$ cat src/rtl/rv32i_multicycle_controller.sv
// rv32i_multicycle_controller
//   Multicycle control unit for an RV32I core sharing one memory port.
//   Sequences FETCH -> DECODE -> EXECUTE -> (MEM) -> (WB), decodes the RV32I
//   base set, traps on illegal encodings or a stalled memory, and counts
//   retired instructions.
//
// Ports
//   clk, rst            clock, asynchronous active-high reset
//   instr               IR contents held by the datapath
//   alu_zero, alu_lt    ALU flags (result == 0, result[0])
//   mem_ready           memory completes the current request this cycle
//   mem_req, mem_we     memory request / store request
//   mem_addr_sel        0 = PC, 1 = ALUOut
//   ir_we, reg_we       IR load, register file write
//   pc_we, pc_sel       PC update; 00 PC+4, 01 PC+imm, 10 ALUOut
//   alu_src_a/b         A: 00 rs1, 01 PC, 10 zero; B: 0 rs2, 1 imm
//   imm_sel             000 I, 001 S, 010 B, 011 U, 100 J
//   wb_sel              00 ALUOut, 01 memory data, 10 PC+4
//   alu_control         ALU operation code (zero-extended)
//   trap, trap_cause    sticky halt; 01 illegal, 10 memory timeout
//   instret             retired instruction count (wraps)
module rv32i_multicycle_controller #(
  parameter int ALU_CTRL_W  = 4,
  parameter int MEM_TIMEOUT = 16,
  parameter int CNT_W       = 32
) (
  input  logic                  clk,
  input  logic                  rst,
  input  logic [31:0]           instr,
  input  logic                  alu_zero,
  input  logic                  alu_lt,
  input  logic                  mem_ready,
  output logic                  mem_req,
  output logic                  mem_we,
  output logic                  mem_addr_sel,
  output logic                  ir_we,
  output logic                  reg_we,
  output logic                  pc_we,
  output logic [1:0]            pc_sel,
  output logic [1:0]            alu_src_a,
  output logic                  alu_src_b,
  output logic [2:0]            imm_sel,
  output logic [1:0]            wb_sel,
  output logic [ALU_CTRL_W-1:0] alu_control,
  output logic                  trap,
  output logic [1:0]            trap_cause,
  output logic [CNT_W-1:0]      instret
);

  typedef enum logic [2:0] {
    S_FETCH, S_DECODE, S_EXECUTE, S_MEM, S_WB, S_TRAP
  } state_t;

  typedef enum logic [3:0] {
    ALU_ADD = 4'd0, ALU_SUB = 4'd1, ALU_SLL = 4'd2, ALU_SLT = 4'd3,
    ALU_SLTU = 4'd4, ALU_XOR = 4'd5, ALU_SRL = 4'd6, ALU_SRA = 4'd7,
    ALU_OR = 4'd8, ALU_AND = 4'd9
  } alu_op_t;

  localparam logic [6:0] OP_R      = 7'b0110011;
  localparam logic [6:0] OP_IMM    = 7'b0010011;
  localparam logic [6:0] OP_LUI    = 7'b0110111;
  localparam logic [6:0] OP_AUIPC  = 7'b0010111;
  localparam logic [6:0] OP_JAL    = 7'b1101111;
  localparam logic [6:0] OP_JALR   = 7'b1100111;
  localparam logic [6:0] OP_BRANCH = 7'b1100011;
  localparam logic [6:0] OP_LOAD   = 7'b0000011;
  localparam logic [6:0] OP_STORE  = 7'b0100011;

  localparam logic [6:0] F7_ZERO = 7'b0000000;
  localparam logic [6:0] F7_ALT  = 7'b0100000;

  localparam logic [1:0] CAUSE_ILLEGAL = 2'b01;
  localparam logic [1:0] CAUSE_TIMEOUT = 2'b10;

  localparam int TO_W = (MEM_TIMEOUT > 1) ? $clog2(MEM_TIMEOUT + 1) : 1;
  localparam logic [TO_W-1:0] TO_LAST = TO_W'((MEM_TIMEOUT > 0) ? MEM_TIMEOUT - 1 : 0);

  logic [6:0] opcode, funct7;
  logic [2:0] funct3;
  logic [4:0] rd;
  assign opcode = instr[6:0];
  assign rd     = instr[11:7];
  assign funct3 = instr[14:12];
  assign funct7 = instr[31:25];

  // Register specifiers and immediates are consumed by the datapath only.
  logic unused_fields;
  assign unused_fields = ^instr[24:15];

  // funct7[5] picks sub only on R-type add; it picks sra on both shift forms.
  function automatic alu_op_t arith_op(input logic [2:0] f3, input logic alt,
                                       input logic is_reg);
    case (f3)
      3'b000:  return (is_reg && alt) ? ALU_SUB : ALU_ADD;
      3'b001:  return ALU_SLL;
      3'b010:  return ALU_SLT;
      3'b011:  return ALU_SLTU;
      3'b100:  return ALU_XOR;
      3'b101:  return alt ? ALU_SRA : ALU_SRL;
      3'b110:  return ALU_OR;
      default: return ALU_AND;
    endcase
  endfunction

  // Instruction decode
  logic       legal, is_load, is_store, is_branch, is_jal, is_jalr, taken;
  alu_op_t    dec_alu;
  logic [1:0] dec_src_a;
  logic       dec_src_b;
  logic [2:0] dec_imm;

  // NOTE: every signal assigned in an always_comb gets a default first so no
  // path leaves it unassigned, which would otherwise infer a latch.
  always_comb begin
    legal     = 1'b0;
    is_load   = 1'b0;
    is_store  = 1'b0;
    is_branch = 1'b0;
    is_jal    = 1'b0;
    is_jalr   = 1'b0;
    taken     = 1'b0;
    dec_alu   = ALU_ADD;
    dec_src_a = 2'b00;
    dec_src_b = 1'b0;
    dec_imm   = 3'b000;
    case (opcode)
      OP_R: begin
        legal   = (funct7 == F7_ZERO) ||
                  (funct7 == F7_ALT && (funct3 == 3'b000 || funct3 == 3'b101));
        dec_alu = arith_op(funct3, instr[30], 1'b1);
      end
      OP_IMM: begin
        if (funct3 == 3'b001)      legal = (funct7 == F7_ZERO);
        else if (funct3 == 3'b101) legal = (funct7 == F7_ZERO) || (funct7 == F7_ALT);
        else                       legal = 1'b1;
        dec_alu   = arith_op(funct3, instr[30], 1'b0);
        dec_src_b = 1'b1;
      end
      OP_LUI: begin
        legal     = 1'b1;
        dec_src_a = 2'b10;
        dec_src_b = 1'b1;
        dec_imm   = 3'b011;
      end
      OP_AUIPC: begin
        legal     = 1'b1;
        dec_src_a = 2'b01;
        dec_src_b = 1'b1;
        dec_imm   = 3'b011;
      end
      OP_JAL: begin
        legal   = 1'b1;
        is_jal  = 1'b1;
        dec_imm = 3'b100;
      end
      OP_JALR: begin
        legal     = (funct3 == 3'b000);
        is_jalr   = 1'b1;
        dec_src_b = 1'b1;
      end
      OP_BRANCH: begin
        legal     = (funct3[2:1] != 2'b01);
        is_branch = 1'b1;
        dec_imm   = 3'b010;
        dec_alu   = funct3[2] ? (funct3[1] ? ALU_SLTU : ALU_SLT) : ALU_SUB;
        // funct3[0] inverts the sense: bne/bge/bgeu.
        taken     = (funct3[2] ? alu_lt : alu_zero) ^ funct3[0];
      end
      OP_LOAD: begin
        legal     = (funct3 != 3'b011) && (funct3[2:1] != 2'b11);
        is_load   = 1'b1;
        dec_src_b = 1'b1;
      end
      OP_STORE: begin
        legal     = (funct3 <= 3'b010);
        is_store  = 1'b1;
        dec_src_b = 1'b1;
        dec_imm   = 3'b001;
      end
      default: legal = 1'b0;
    endcase
  end

  // State machine
  state_t          state, state_next;
  logic [TO_W-1:0] wait_cnt;
  logic            timeout_hit, retire, drive_alu;
  logic            mem_req_c, mem_we_c, ir_we_c, reg_we_c, pc_we_c;
  logic [1:0]      cause_next;

  assign timeout_hit = (MEM_TIMEOUT != 0) && (wait_cnt == TO_LAST);

  always_comb begin
    state_next   = state;
    mem_req_c    = 1'b0;
    mem_we_c     = 1'b0;
    ir_we_c      = 1'b0;
    reg_we_c     = 1'b0;
    pc_we_c      = 1'b0;
    mem_addr_sel = 1'b0;
    pc_sel       = 2'b00;
    wb_sel       = 2'b00;
    retire       = 1'b0;
    drive_alu    = 1'b0;
    cause_next   = 2'b00;
    case (state)
      S_FETCH: begin
        mem_req_c = 1'b1;
        // A completion on the timeout cycle takes priority over the trap.
        if (mem_ready) begin
          ir_we_c    = 1'b1;
          state_next = S_DECODE;
        end else if (timeout_hit) begin
          cause_next = CAUSE_TIMEOUT;
          state_next = S_TRAP;
        end
      end
      S_DECODE: begin
        if (legal) begin
          state_next = S_EXECUTE;
        end else begin
          cause_next = CAUSE_ILLEGAL;
          state_next = S_TRAP;
        end
      end
      S_EXECUTE: begin
        drive_alu = 1'b1;
        if (is_branch) begin
          pc_we_c    = 1'b1;
          pc_sel     = taken ? 2'b01 : 2'b00;
          retire     = 1'b1;
          state_next = S_FETCH;
        end else if (is_load || is_store) begin
          state_next = S_MEM;
        end else begin
          state_next = S_WB;
        end
      end
      S_MEM: begin
        // ALUOut is recaptured every cycle, so the address computation is
        // kept on the ALU for as long as the request is outstanding.
        drive_alu    = 1'b1;
        mem_req_c    = 1'b1;
        mem_addr_sel = 1'b1;
        mem_we_c     = is_store;
        if (mem_ready) begin
          if (is_store) begin
            pc_we_c    = 1'b1;
            retire     = 1'b1;
            state_next = S_FETCH;
          end else begin
            state_next = S_WB;
          end
        end else if (timeout_hit) begin
          cause_next = CAUSE_TIMEOUT;
          state_next = S_TRAP;
        end
      end
      S_WB: begin
        drive_alu  = 1'b1;
        reg_we_c   = (rd != 5'd0);
        pc_we_c    = 1'b1;
        retire     = 1'b1;
        state_next = S_FETCH;
        if (is_load) begin
          wb_sel = 2'b01;
        end else if (is_jal) begin
          wb_sel = 2'b10;
          pc_sel = 2'b01;
        end else if (is_jalr) begin
          wb_sel = 2'b10;
          pc_sel = 2'b10;
        end
      end
      default: state_next = S_TRAP;
    endcase
  end

  assign alu_control = drive_alu ? ALU_CTRL_W'(dec_alu) : '0;
  assign alu_src_a   = drive_alu ? dec_src_a : 2'b00;
  assign alu_src_b   = drive_alu ? dec_src_b : 1'b0;
  assign imm_sel     = drive_alu ? dec_imm   : 3'b000;

  // The reset state is FETCH, so strobes are masked while reset is held.
  assign mem_req = mem_req_c & ~rst;
  assign mem_we  = mem_we_c  & ~rst;
  assign ir_we   = ir_we_c   & ~rst;
  assign reg_we  = reg_we_c  & ~rst;
  assign pc_we   = pc_we_c   & ~rst;

  // NOTE: sequential state uses non-blocking assignments so every register
  // samples pre-edge values regardless of statement order.
  always_ff @(posedge clk or posedge rst) begin
    if (rst) begin
      state      <= S_FETCH;
      wait_cnt   <= '0;
      trap       <= 1'b0;
      trap_cause <= 2'b00;
      instret    <= '0;
    end else begin
      state <= state_next;
      if ((state_next == S_FETCH && state != S_FETCH) ||
          (state_next == S_MEM && state != S_MEM))
        wait_cnt <= '0;
      else if (mem_req_c && !mem_ready)
        wait_cnt <= wait_cnt + 1'b1;
      if (state != S_TRAP && state_next == S_TRAP) begin
        trap       <= 1'b1;
        trap_cause <= cause_next;
      end
      if (retire)
        instret <= instret + 1'b1;
    end
  end

endmodule

$ cat config.mk
export PLATFORM = sky130hd
export DESIGN_NAME = rv32i_multicycle_controller
export DESIGN_NICKNAME = d
export VERILOG_FILES = /design/src/rtl/rv32i_multicycle_controller.sv
export SDC_FILE = /design/constraint.sdc
export NUM_CORES = 1
export LEC_CHECK = 0
export CELL_PAD_IN_SITES_DETAIL_PLACEMENT = 1
export CELL_PAD_IN_SITES_GLOBAL_PLACEMENT = 2
export CORE_ASPECT_RATIO = 0.8
export CORE_MARGIN = 2
export CORE_UTILIZATION = 26
export DETAILED_ROUTE_END_ITERATION = 8
export PLACE_DENSITY = 0.84
export SKIP_LAST_GASP = 1
export SYNTH_ARGS = -nofsm -noshare
export SYNTH_HDL_FRONTEND = slang
export SYNTH_SLANG_ARGS = --single-unit
$ cat constraint.sdc
create_clock -name clk -period 2.6 [get_ports clk]
set_clock_uncertainty 0.05 [all_clocks]
set_input_delay 0.52 -clock clk [delete_from_list [all_inputs] [get_ports clk]]
set_output_delay 0.52 -clock clk [all_outputs]
set_load 0.01 [all_outputs]
==> reports/metrics.yaml <==
antennaDiodeCount: 0
async_flop_share_pct: 100
critPathLaunchType: "input port"
internal-power_uw: 1150
power_leakage_uw: 0.00170
cts.root.buffer_cell: "clkbuf_16"
cp_slowest_stage_delay_ns: 0.47
synth_top_flop_cell: "dfrtp_1"
grtUsageTotal_pct: 15.4
cp_top_family: "buffers and inverters"
layout_min_cycle_time_ns: 2.59
ctsHoldBuffers: 0
stdcell_count: 533
combPwrFrac_pct: 9.1
io_buffers: 81
grt_first_pass_wirelength_um: 13400
die_w_um: 115
drtIter0Drc: 83
io_pins: 92
wl_um: 8080
grt_max_degree: 44
cts_tree: "built"
cp.depth: 7
hp-class: "flop to flop"
setup_viol: 0
yosys.area.top_type: "dfrtp_1"
crit_slowest_cell: "clkdlybuf4s50_1"
worstSetupEndpoint: "alu_control[0]"
place_congestion: 0.802
drive_above_1_share_pct: 20.7
syn_avg_cell_area_um2: 9.18
reg2regPathDepth: 6
layout_common_cells: "58 x clkdlybuf4s50_1, 43 x dfrtp_1, 38 x buf_4"
wl_per_cell_um: 15.2
design_area_um2: 4010
startpoint: "instr[4]"
crit_type: "input port to primary output"
seq_area_frac_synth_pct: 41.8
synthCells: 280
core_area_um2: 9650
pwr-share-clk_pct: 45.2
synth.top_cell.area_share_pct: 41.8
place_area_um2: 3770
fmax_ghz: 0.386
drc: 0
gr-total-overflow: 0
nets: 436
regToRegEndpoint: "instret[30]$_DFFE_PP0P_"
initial_core_util_pct: 26.6
synth_edf_count: 0
finalHoldViolCount: 0
status: "complete, no violations"
worstMarginPinSlew_ns: 0.562
arrival_ns: 2.02
rsz0062_at_grt: "true"
ir_drop_uv: 233
drtAntennaViolNets: 0
rows: 32
worstPathCellList: "clkdlybuf4s50_1, nor2b_2, nor2b_4, buf_4, o2111ai_1, a21oi_1, clkdlybuf4s15_2"
ys_warn_count: 0
clockBufferDepth: 2
layout_commonest_cell: "clkdlybuf4s50_1"
vias_per_cell: 4.83
firstDrtPassIters: 4
path_buf_inv: 3
synth_fp_nets: 320
setup_tns_ns: 0
crit_path_max_fanout: 4
clock-sinks: 43
switching_power_uw: 324
fin_crit_sh_pct: 99.6
antenna_found_initial: 0
hpwl_um: 6140
power_density_nw_per_um2: 367
ys_ff_latch: 43
dpl.cell_count: 522
grt_pass1_vias: 2666
netSwitchingFraction_pct: 22.0
endpoint_kind: "primary output"
synth_top_cells_by_area: "dfrtp_1 42%, xnor2_1 7.8%, xor2_1 4.4%"
vias: 2574
die-area_um2: 10700
htree_levels: 2
maxCapViolations: 0
numCtsBuffers: 5
slew_viol_final: 0
insertion_delay_ns: 0.29
syn_area_um2: 2570
rrSetupSlack_ns: 0.32
r2r-start: "instret[7]$_DFFE_PP0P_"
critPathRequiredTime_ns: 2.03
syn_to_final_growth_pct: 56.0
die_y_um: 92.9
clkTransAtPathRegs_ns: 0.06
yosysUniqueCellTypes: 46
relSlewSlack_pct: 62.5
p_seq_share_pct: 45.7
-- cell usage after synthesis (all sizes together) (2+ instances only) --
| cell type | instances |
|---|---|
| buf | 3 |
| or3 | 4 |
| a211o | 2 |
| and3 | 8 |
| xnor2 | 23 |
| nor4 | 5 |
| a31oi | 2 |
| inv | 8 |
| a21oi | 17 |
| o21ai | 16 |
| nand4bb | 2 |
| nor2 | 19 |
| and4 | 2 |
| dfrtp | 43 |
| o31a | 2 |
| nand2b | 3 |
| and2 | 6 |
| nand2 | 21 |
| clkbuf | 7 |
| nand3 | 18 |
| nor2b | 4 |
| nor3 | 14 |
| mux2i | 3 |
| nand4 | 9 |
| nor3b | 9 |
| ha | 3 |
| xor2 | 13 |
-- registers in the layout, indices dropped and copies added, names as in the netlist --
register    flops
wait_cnt        5
trap            1
state           3
instret        32
trap_cause      2
-- how the worst min path moves through the flow --
stage | startpoint | endpoint | slack, ns | cells after the start
finish | instret[31]$_DFFE_PP0P_ | instret[31]$_DFFE_PP0P_ | 0.42 | 1
detailed placement | instret[31]$_DFFE_PP0P_ | instret[31]$_DFFE_PP0P_ | 0.41 | 1
global placement | instret[31]$_DFFE_PP0P_ | instret[31]$_DFFE_PP0P_ | 0.41 | 1
CTS | instret[31]$_DFFE_PP0P_ | instret[31]$_DFFE_PP0P_ | 0.43 | 1
global route | instret[31]$_DFFE_PP0P_ | instret[31]$_DFFE_PP0P_ | 0.46 | 1
floorplan | instret[31]$_DFFE_PP0P_ | instret[31]$_DFFE_PP0P_ | 0.46 | 1
-- layout make-up --
class                      instances  area (um^2)
tap                              136          170
timing repair buffer             119         1040
inverter                           8         30.0
clock inverter                     1         7.51
sequential                        43         1080
clock buffer                       7          153
fill                            1110         5640
multi-input combinational        219         1530
-- power by group through the flow --
stage | Clock, uW | Sequential, uW | Combinational, uW
finish | 666 | 673 | 134
CTS | 680 | 672 | 132
global placement | 0 | 685 | 122
detailed placement | 0 | 685 | 124
floorplan | 0 | 685 | 47.1
global route | 708 | 672 | 146
-- stage by stage --
stage | total power [uW] | setup slack [ns] | hold slack [ns] | utilization [%]
floorplan | 732 | 0.255 | 0.457 | -
global placement | 807 | -0.446 | 0.411 | 39.1
detailed placement | 809 | -0.493 | 0.412 | 39.1
CTS | 1480 | -0.176 | 0.425 | 41.4
global route | 1530 | -0.0592 | 0.456 | 41.6
finish | 1470 | 0.0100 | 0.418 | 41.6
-- logic make-up after synthesis --
| kind of cell | after synthesis | synth area share [%] |
|---|---|---|
| AOI/OAI and AO/OA | 49 | 11.6 |
| xor gates and xnor gates | 36 | 12.3 |
| adders and majority gates | 3 | 1.46 |
| buffers and inverters | 18 | 2.77 |
| DFF | 43 | 41.8 |
| muxes | 4 | 1.61 |
| and+or+nand+nor | 127 | 28.5 |
-- routing by layer --
metal,track usage (%),share of wire [%]
met3,2.62,4.0
met5,0,0
met1,20.8,47
met4,2.51,0.89
met2,26.2,48
-- timing repair --
action,4_1_cts,5_1_grt
pin swaps,6,3
setup endpoints to repair,22,23
setup buffers,2,1
gates resized for setup,62,17
(Power assumes the default switching activity.)
